**config.mk**
```make
export PLATFORM = sky130hd
export DESIGN_NAME = an_sec_serial_decoder
export DESIGN_NICKNAME = d
export VERILOG_FILES = /design/src/rtl/an_sec_serial_decoder.sv
export SDC_FILE = /design/constraint.sdc
export NUM_CORES = 1
export LEC_CHECK = 0
export ABC_AREA = 1
export CELL_PAD_IN_SITES_DETAIL_PLACEMENT = 0
export CELL_PAD_IN_SITES_GLOBAL_PLACEMENT = 1
export CORE_ASPECT_RATIO = 1.25
export CORE_MARGIN = 2
export CORE_UTILIZATION = 40
export CTS_BUF_LIST = sky130_fd_sc_hd__clkbuf_8
export CTS_CLUSTER_DIAMETER = 60
export CTS_CLUSTER_SIZE = 20
export DETAILED_ROUTE_END_ITERATION = 8
export GPL_TIMING_DRIVEN = 0
export HOLD_SLACK_MARGIN = 0.03
export PLACE_DENSITY_LB_ADDON = 0.12
export SLEW_MARGIN = 20
export SYNTH_ARGS = -nofsm -noshare
export SYNTH_HDL_FRONTEND = slang
export SYNTH_SLANG_ARGS = --single-unit
```
**constraint.sdc**
```tcl
create_clock -name clk -period 3.7 [get_ports clk]
set_input_delay 0.37 -clock clk [delete_from_list [all_inputs] [get_ports clk]]
set_output_delay 0.37 -clock clk [all_outputs]
set_load 0.01 [all_outputs]
```
**src/rtl/an_sec_serial_decoder.sv**
```systemverilog
// ============================================================================
// an_sec_serial_decoder
//
// Sequential single-error-correcting decoder for AN (product) arithmetic
// codes. A received N-bit codeword is reduced modulo A one bit per cycle.
// If the remainder is nonzero, the decoder walks positions k = 1..N. At each
// step it regenerates 2^(k-1) mod A by doubling, so no syndrome table is
// needed. A match against +2^(k-1) or -2^(k-1) is then undone on the
// captured codeword.
//
// Ports
//   clk         clock, all state changes on the rising edge
//   rst_n       asynchronous active-low reset
//   in_valid    codeword offered
//   in_ready    decoder idle and able to accept (state decode only)
//   in_cw       received codeword, sampled only on the accept edge
//   out_valid   result held (DONE)
//   out_ready   consumer accepts the held result
//   out_cw      corrected codeword, or the raw codeword if clean/uncorrectable
//   out_loc     signed error location: +k for +2^(k-1), -k for -2^(k-1), else 0
//   err_det     remainder was nonzero
//   err_uncorr  remainder nonzero and no single-bit-weight error matched
// ============================================================================
module an_sec_serial_decoder #(
    parameter int N  = 68,
    parameter int A  = 50861,
    parameter int RW = 16,
    parameter int LW = 8
) (
    input  logic          clk,
    input  logic          rst_n,
    input  logic          in_valid,
    output logic          in_ready,
    input  logic [N-1:0]  in_cw,
    output logic          out_valid,
    input  logic          out_ready,
    output logic [N-1:0]  out_cw,
    output logic [LW-1:0] out_loc,
    output logic          err_det,
    output logic          err_uncorr
);

    // Bit index counts N-1 down to 0. The position counter must be able to
    // hold N itself.
    localparam int IW = (N > 1) ? $clog2(N) : 1;
    localparam int KW = $clog2(N + 1);

    // The code constant in the two widths the datapath needs. Sums before
    // the conditional subtract are one bit wider than the remainder.
    localparam logic [RW:0]   A_X = (RW + 1)'(A);
    localparam logic [RW-1:0] A_R = RW'(A);

    localparam logic [KW-1:0] K_LAST = KW'(N);
    localparam logic [IW-1:0] IDX_TOP = IW'(N - 1);

    localparam logic [2:0] S_IDLE   = 3'd0;
    localparam logic [2:0] S_REM    = 3'd1;
    localparam logic [2:0] S_CHECK  = 3'd2;
    localparam logic [2:0] S_SEARCH = 3'd3;
    localparam logic [2:0] S_CORR   = 3'd4;
    localparam logic [2:0] S_DONE   = 3'd5;

    logic [2:0]    state_reg;
    logic [2:0]    state_next;

    logic [N-1:0]  cw_reg;      // codeword captured at accept
    logic [RW-1:0] rem_reg;     // running remainder mod A
    logic [IW-1:0] idx_reg;     // next codeword bit fed into the remainder
    logic [RW-1:0] p_reg;       // 2^(k-1) mod A for the current position
    logic [KW-1:0] k_reg;       // current search position, 1..N
    logic [N-1:0]  w_reg;       // 2^(k-1) as a codeword-wide one-hot weight
    logic          neg_reg;     // matched error was -2^(k-1)

    logic [N-1:0]  out_cw_reg;
    logic [LW-1:0] out_loc_reg;
    logic          err_det_reg;
    logic          err_uncorr_reg;

    // ------------------------------------------------------------------
    // Datapath helpers
    // ------------------------------------------------------------------
    logic [RW:0]   rem_sum;
    logic [RW-1:0] rem_step;
    logic [RW:0]   p_dbl;
    logic [RW-1:0] p_step;
    logic [RW-1:0] p_neg;
    logic          hit_pos;
    logic          hit_neg;
    logic          k_last;
    logic [LW-1:0] loc_mag;
    logic [LW-1:0] loc_signed;
    logic [N-1:0]  cw_fixed;

    always_comb begin
        // rem < A, so 2*rem + bit < 2A. One conditional subtract brings the
        // sum back into [0, A).
        rem_sum  = {rem_reg, cw_reg[idx_reg]};
        rem_step = RW'(rem_sum);
        if (rem_sum >= A_X) begin
            rem_step = RW'(rem_sum - A_X);
        end

        // Same argument for doubling the power of two.
        p_dbl  = {p_reg, 1'b0};
        p_step = RW'(p_dbl);
        if (p_dbl >= A_X) begin
            p_step = RW'(p_dbl - A_X);
        end

        // -2^(k-1) mod A. p is never 0, so this never equals A.
        p_neg   = A_R - p_reg;
        hit_pos = (p_reg == rem_reg);
        hit_neg = (p_neg == rem_reg);
        k_last  = (k_reg == K_LAST);

        // KW < LW, so the location magnitude zero-extends into a
        // positive signed value.
        loc_mag    = {{(LW - KW){1'b0}}, k_reg};
        loc_signed = neg_reg ? (~loc_mag + 1'b1) : loc_mag;

        // Undo the error. Both directions wrap modulo 2^N.
        cw_fixed = neg_reg ? (cw_reg + w_reg) : (cw_reg - w_reg);
    end

    // ------------------------------------------------------------------
    // Next-state logic
    // ------------------------------------------------------------------
    always_comb begin
        state_next = state_reg;
        case (state_reg)
            S_IDLE: begin
                if (in_valid) begin
                    state_next = S_REM;
                end
            end
            S_REM: begin
                if (idx_reg == '0) begin
                    state_next = S_CHECK;
                end
            end
            S_CHECK: begin
                state_next = (rem_reg == '0) ? S_DONE : S_SEARCH;
            end
            S_SEARCH: begin
                if (hit_pos || hit_neg) begin
                    state_next = S_CORR;
                end else if (k_last) begin
                    state_next = S_DONE;
                end
            end
            S_CORR: begin
                state_next = S_DONE;
            end
            S_DONE: begin
                if (out_ready) begin
                    state_next = S_IDLE;
                end
            end
            default: begin
                state_next = S_IDLE;
            end
        endcase
    end

    // ------------------------------------------------------------------
    // State and datapath registers
    // ------------------------------------------------------------------
    always_ff @(posedge clk or negedge rst_n) begin
        if (!rst_n) begin
            state_reg      <= S_IDLE;
            cw_reg         <= '0;
            rem_reg        <= '0;
            idx_reg        <= '0;
            p_reg          <= '0;
            k_reg          <= '0;
            w_reg          <= '0;
            neg_reg        <= 1'b0;
            out_cw_reg     <= '0;
            out_loc_reg    <= '0;
            err_det_reg    <= 1'b0;
            err_uncorr_reg <= 1'b0;
        end else begin
            state_reg <= state_next;
            case (state_reg)
                S_IDLE: begin
                    if (in_valid) begin
                        cw_reg  <= in_cw;
                        rem_reg <= '0;
                        idx_reg <= IDX_TOP;
                    end
                end
                S_REM: begin
                    rem_reg <= rem_step;
                    if (idx_reg != '0) begin
                        idx_reg <= idx_reg - 1'b1;
                    end
                end
                S_CHECK: begin
                    err_uncorr_reg <= 1'b0;
                    if (rem_reg == '0) begin
                        err_det_reg <= 1'b0;
                        out_loc_reg <= '0;
                        out_cw_reg  <= cw_reg;
                    end else begin
                        err_det_reg <= 1'b1;
                        p_reg       <= RW'(1);
                        k_reg       <= KW'(1);
                        w_reg       <= N'(1);
                        neg_reg     <= 1'b0;
                    end
                end
                S_SEARCH: begin
                    // The positive match is tested first, so it wins if both
                    // could ever match.
                    if (hit_pos) begin
                        neg_reg <= 1'b0;
                    end else if (hit_neg) begin
                        neg_reg <= 1'b1;
                    end else if (k_last) begin
                        err_uncorr_reg <= 1'b1;
                        out_loc_reg    <= '0;
                        out_cw_reg     <= cw_reg;
                    end else begin
                        p_reg <= p_step;
                        k_reg <= k_reg + 1'b1;
                        w_reg <= {w_reg[N-2:0], 1'b0};
                    end
                end
                S_CORR: begin
                    out_cw_reg  <= cw_fixed;
                    out_loc_reg <= loc_signed;
                end
                default: begin
                end
            endcase
        end
    end

    assign in_ready   = (state_reg == S_IDLE);
    assign out_valid  = (state_reg == S_DONE);
    assign out_cw     = out_cw_reg;
    assign out_loc    = out_loc_reg;
    assign err_det    = err_det_reg;
    assign err_uncorr = err_uncorr_reg;

endmodule

```
==> results of run 1 <==
==> layout by cell type, fill, tap and decap left out, drive strengths merged, types with 2 or more instances in the layout <==
cell	instances
nor4	28
o21ai	292
xnor2	8
and3	2
inv	360
clkinvlp	3
nor2	275
a21oi	183
o31ai	3
xor2	101
nor3	57
nand4	29
buf	215
nand3b	11
o211ai	11
a31oi	21
a21o	8
o22ai	76
clkbuf	71
or2	21
a21boi	5
ha	77
nand3	162
o21a	7
dfrtp	264
o21bai	13
nand2	787
clkinv	12
clkdlybuf4s50	150
a211oi	2
==> layout make-up <==
type	instances	area [sq um]	area share (%)
Antenna cell	1	2.50	0.00906
Buffer	96	593	2.15
Clock buffer	28	385	1.39
Clock inverter	19	223	0.806
Inverter	356	1360	4.92
Multi-Input combinational cell	2188	14600	53.0
Sequential cell	264	6610	23.9
Tap cell	651	815	2.95
Timing Repair Buffer	313	3010	10.9
==> timing repair <==
action	CTS	global route
endpoints found under the hold margin	74	0
endpoints found under the setup margin	92	76
setup buffers	127	38
hold buffers	1	0
pin swaps	180	144
gates resized for setup	649	242
==> synthesized netlist by cell type (13+ instances only) <==
| cell | count | share of area [%] |
|---|---|---|
| a21oi_1 | 180 | 4.5 |
| a31oi_1 | 21 | 0.66 |
| buf_2 | 21 | 0.53 |
| buf_6 | 13 | 0.74 |
| clkbuf_1 | 46 | 0.87 |
| dfrtp_1 | 264 | 33 |
| ha_1 | 77 | 4.8 |
| inv_1 | 346 | 6.5 |
| nand2_1 | 784 | 15 |
| nand3_1 | 162 | 4.1 |
| nand4_1 | 28 | 0.88 |
| nor2_1 | 272 | 5.1 |
| nor3_1 | 55 | 1.4 |
| nor4_1 | 28 | 0.88 |
| o21ai_0 | 279 | 7.0 |
| o21bai_1 | 13 | 0.49 |
| o22ai_1 | 26 | 0.82 |
| o22ai_2 | 50 | 3.1 |
| or2_2 | 19 | 0.60 |
| xor2_1 | 101 | 4.4 |
==> routing by layer <==
metal / part of all wire (%) / GRT usage [%]
met2: 48 / 56.5
met5: 0 / 0
met3: 5.6 / 4.63
met1: 39 / 38.3
met4: 7.2 / 19.5
==> worst max-delay path: stages, from the launching register on <==
cell and delay [ns]:
dfrtp_1 0.39, inv_2 0.10, ha_4 0.14, nand4_1 0.20, nor2_4 0.22, nand3_2 0.11, nor3_2 0.22, inv_2 0.11
nor2_4 0.16, nand4_4 0.15, buf_12 0.18, nand2_8 0.06, buf_4 0.13, xor2_4 0.23, ha_4 0.26, a21oi_2 0.20
a21boi_2 0.27, nor2_1 0.07, nor2_2 0.14, a21boi_4 0.22, inv_1 0.06, a21oi_1 0.17, nand2_1 0.09, nand2_1 0.08
nand3_2 0.13, o21ai_2 0.20, nand2_1 0.09, nand2_1 0.06
==> metrics by stage <==
| step | utilization [%] | hold slack [ns] |
|---|---|---|
| finish | 56.2 | 0.240 |
| global route | 56.2 | 0.223 |
| CTS | 53.6 | 0.209 |
| detailed placement | 45.3 | 0.388 |
| global placement | 45.2 | 0.456 |
| floorplan | - | 0.0744 |
==> worst max path at each step <==
stage	cells after the start	startpoint	endpoint	slack [ns]
after detailed placement	23	neg_reg	out_cw[54]	-2.02
after CTS	28	w_reg[0]	out_cw[65]	-0.60
after global routing	27	w_reg[1]	out_cw[67]	-0.98
after global placement	1	rst_n	rem_reg[10]	-9.41
after floorplan	25	w_reg[0]	out_cw[61]	0.01
final	27	w_reg[1]	out_cw[59]	-0.78
==> logic make-up after synthesis <==
family	after synthesis
simple gates	1374
xor+xnor	109
compound gates	627
flops	264
fa+ha+maj	78
buf+inv	454
==> reports/results.tsv, run 1 <==
metric	value	unit
die height	253	microns
Crit. End Element	flop	
largest net degree at the start of global routing	96	
initial DRC count	1612	
r2r setup slk	-0.78	ns
EDFF count, synth	0	
FF-to-FF path depth	27	
Total Nets Final	3396	
Post-DRT Antenna Nets	0	
post-DR wirelength/cell	21.9	microns
Synth Area in Compound Gates	18.9	%
crit path DAT	5.09	ns
DRT Wirelength	85.7	mm
all-layer global routing usage	32.7	%
Initial Utilization	40.4	%
DP Area	0.0223	sq mm
min cycle time layout	4.48	ns
root buffer cell	clkbuf_8	
HPWL Detailed	65.5	mm
Seq/Total Area, Yosys	33.2	%
vias per inst	5.49	
pre-CTS setup slack	-2.02	ns
XOR/XNOR share of the synthesized area	4.80	%
Worst EP required	4.31	ns
layout cell share with drive strength beyond 1	27.1	%
RR Endpoint	out_cw[59]	
worst r2r src	w_reg[1]	
skew final	0.0336	ns
initial antenna violation count	1	
clock slew seen by the registers of the worst setup and hold paths	0.12	ns
Setup TNS Final	-26.03	ns
RSZ-0062 raised after global routing	true	
clock sink count	264	
CP max FO	5	
DRC	0	
Max Root-Sink Buffers	3	
post-route cell area	0.0276	sq mm
Tcrit/Tclk final	121	%
Synth Warn #	0	
Hold Crit Start	in_cw[53]	
Hold Path Class	in -> reg	
crit start category	flop	
hold path cells	3	
IO Pins	152	
P&R area growth vs syn	38.9	%
max-cap viol count	0	
first-pass GRT wire length	127	mm
Synth Instances	2906	
Synth Area in Simple Gates	28.7	%
Primary FF master, synth	dfrtp_1	
hold endpoint	cw_reg[53]	
total gr overflow	0	
Mean Syn Cell Area	6.84	sq um
Pre-antenna DRT Iters	6	
cell area after synthesis	0.0199	sq mm
Finished Layout Cells	3916	
async set-or-reset flop fraction in the synthesized netlist	100	%
mux cell area share after synthesis	0	%
Core Rows	91	
status	finished, violations left	
Mapped Nets	3056	
number of global-route vias before repair	21800	
Worst-Margin Slew	1.32	ns
Slew HR	12.1	%
largest family of logic cells by synthesized area	simple AND/OR/NAND/NOR gates	
Die Width	203	microns
final setup vio count	55	
die area	0.0515	sq mm
TritonCTS clock tree	done	
total CTS buffers	27	
Cell variety after synth	49	
dpl cells	3710	
Via Count	21500	
f_max	223	MHz
pins over their slew limit	0	
Final Hold Fails	0	
failing checks	setup timing	
fillers	4764	
core area	0.0492	sq mm
gp weighted congestion	1.04	
Worst-Skew Late Latency	0.67	ns
Final WS setup	-0.775	ns
# port buffers	151	
Synth Register Bits	264	
Synth Area in Adders	4.95	%
H-Tree Level Count	1	
Setup CP Type	reg -> reg	
Power of run 1 is left out: the tool's default activity adds up to more than one toggle a clock period on the data nets, which glitch-free logic cannot reach.
==> inputs of run 2 (changes only) <==
--- a/config.mk
+++ b/config.mk
@@ -18,6 +18,7 @@
 export GPL_TIMING_DRIVEN = 0
 export HOLD_SLACK_MARGIN = 0.03
 export PLACE_DENSITY_LB_ADDON = 0.12
+export SKIP_LAST_GASP = 1
 export SLEW_MARGIN = 20
 export SYNTH_ARGS = -nofsm -noshare
 export SYNTH_HDL_FRONTEND = slang
==> run 2 against run 1 <==
Compared with the run above:
- the run still ends with setup timing left
- via count is 1.2% higher
- sequential share of layout area is 0.45 points lower
- cell count is 0.46% higher
- global-route usage is 0.094 points lower
- setup slack got worse by 0.021 ns
- count of clock-buffer cells in the layout unchanged
- flip-flop and latch count did not move
- die area unchanged
==> reports/results.tsv, run 2 (synthesized netlist as in run 1, its figures left out) <==
metric	value	unit	change
Post-DRT Antenna Nets	0		unchanged
Setup crit start	w_reg[0]		
Worst-Skew Late Latency	0.66	ns	about the same
total gr overflow	0		unchanged
vias per inst	5.53		+0.72%
gp weighted congestion	1.04		unchanged
CP max FO	5		unchanged
crit-path most repeated cell	nand2_1		
root buffer cell	clkbuf_8		
Setup CP Type	reg -> reg		
Worst-Margin Slew	1.35	ns	+0.0293 ns
RR Endpoint	out_cw[51]		
TritonCTS clock tree	done		
met2 Use GR	56.1	%	-0.41 points
Worst EP required	4.27	ns	-0.04 ns
H-Tree Level Count	1		unchanged
DRT Wirelength	86.2	mm	+0.53%
most frequent cells in the layout	nand2_1, inv_1, dfrtp_1, o21ai_0, nor2_1		
HPWL Detailed	65.5	mm	unchanged
FF-to-FF path depth	27		unchanged
Crit-path slowest cell	dfrtp_1		
min cycle time layout	4.50	ns	+0.0210 ns
first-pass GRT wire length	127	mm	-0.27%
Hold Path Class	in -> reg		
met1 Use GR	38.2	%	-0.098 points
Die Width	203	microns	unchanged
initial antenna violation count	1		unchanged
# port buffers	151		unchanged
P&R area growth vs syn	41.6	%	
layout cell share with drive strength beyond 1	29.2	%	+2.1 points
commonest non-fill, non-tap cell in the layout	nand2_1		
RSZ-0062 raised after global routing	true		
clock slew seen by the registers of the worst setup and hold paths	0.11	ns	about the same
GRT Max-Usage Layer	met2		
Pre-antenna DRT Iters	6		unchanged
r2r setup slk	-0.80	ns	-0.02 ns
skew final	0.0271	ns	-0.00647 ns
total CTS buffers	27		unchanged
Final WS setup	-0.796	ns	-0.0211 ns
initial DRC count	1641		+1.8%
Setup TNS Final	-23.93	ns	+2.10 ns
die area	0.0515	sq mm	unchanged
Crit. End Element	flop		
status	finished, violations left		
Worst Hold Margin	0.242	ns	+0.00255 ns
worst r2r src	w_reg[0]		
Top Family by Delay on Critical Path	simple AND/OR/NAND/NOR gates		
Max Root-Sink Buffers	3		unchanged
max-cap viol count	0		unchanged
Worst path depth	27		unchanged
largest stage delay on the critical path	0.41	ns	+0.02 ns
DRC	0		unchanged
number of global-route vias before repair	21800		+0.10%
die height	253	microns	unchanged
crit start category	flop		
f_max	222	MHz	-0.47%
Final Hold Fails	0		unchanged
pins over their slew limit	0		unchanged
Slew HR	10.1	%	-2.0 points
core area	0.0492	sq mm	unchanged
crit path DAT	5.06	ns	-0.03 ns
Initial Utilization	40.4	%	unchanged
largest net degree at the start of global routing	96		unchanged
Via Count	21800		+1.2%
Core Rows	91		unchanged
IO Pins	152		unchanged
final setup vio count	45		-18%
M3 GR Usage	4.45	%	-0.18 points
post-DR wirelength/cell	21.9	microns	about the same
all-layer global routing usage	32.6	%	-0.094 points
clock sink count	264		unchanged
CP Buf/Inv Count	5		unchanged
failing checks	setup timing		
Critical Path Sink	out_cw[51]		
Tcrit/Tclk final	122	%	+0.57 points
Total Nets Final	3414		+0.53%
## run 2: worst reg2reg max path, stage by stage (launching register included)
cell and delay [ns]:
dfrtp_1 0.41, inv_2 0.09, ha_4 0.13, nand4_1 0.20, nor2_4 0.20, nand3_2 0.10, nor3_2 0.21, inv_2 0.11
nor2_4 0.15, nand4_4 0.15, buf_12 0.19, o21ai_4 0.20, buf_6 0.14, xor2_4 0.24, ha_4 0.26, nand2_8 0.09
nor2_4 0.17, inv_4 0.07, nor4_4 0.23, nand4_1 0.23, nand3_4 0.15, nand2_1 0.06, nand2_1 0.10, a21oi_1 0.07
o21ai_0 0.12, o21ai_1 0.15, nand2_1 0.12, nand2_1 0.05
## run 2: stage by stage
step | setup slack, ns | cell area (sq um) | utilization, % | instances
detailed placement | -2.02 | 22300 | 45.3 | 3710
floorplan | 0.0101 | 19900 | - | 2906
finish | -0.796 | 28200 | 57.3 | 3934
CTS | -0.608 | 26200 | 53.3 | 3881
global placement | -9.41 | 22200 | 45.2 | 3708
global route | -0.940 | 28200 | 57.3 | 3934
## run 2: worst min-delay path by stage
stage / start / endpoint / slack, ns / cells past startpoint
2_1_floorplan: rst_n / cw_reg[0] / 0.07 / 0
3_3_place_gp: out_cw[33] / out_cw[33] / 0.46 / 2
3_5_place_dp: rst_n / out_cw[14] / 0.39 / 1
4_1_cts: in_cw[55] / cw_reg[55] / 0.21 / 3
5_1_grt: in_cw[56] / cw_reg[56] / 0.22 / 3
6_report: in_cw[53] / cw_reg[53] / 0.24 / 3
## run 2: metal layers
metal | share of wire, % | vias up | routed length [microns]
met5 | 0 | - | 0
met4 | 7.5 | 0 | 6420
met3 | 5.6 | 295 | 4800
met2 | 48 | 798 | 41400
met1 | 39 | 10400 | 33500
li1 | - | 10300 | -
## run 2: final cells by class
cell class / count / area [sq um]
plain buffers: 96 / 601
multi-input cells: 2188 / 15000
diodes: 1 / 2.50
fillers: 4668 / 21000
repair buffers: 331 / 3150
flip-flops and latches: 264 / 6610
inverters: 356 / 1370
clock buffers: 28 / 385
well taps: 651 / 815
clock inverters: 19 / 223
## run 2: timing repair
item                                    CTS  global route
pin swaps                               177           182
setup buffers                           127            66
endpoints found under the hold margin    74             0
resized for setup                       602           389
endpoints found under the setup margin   92            73
hold buffers                              1             0
Power of run 2 is left out for the same reason.
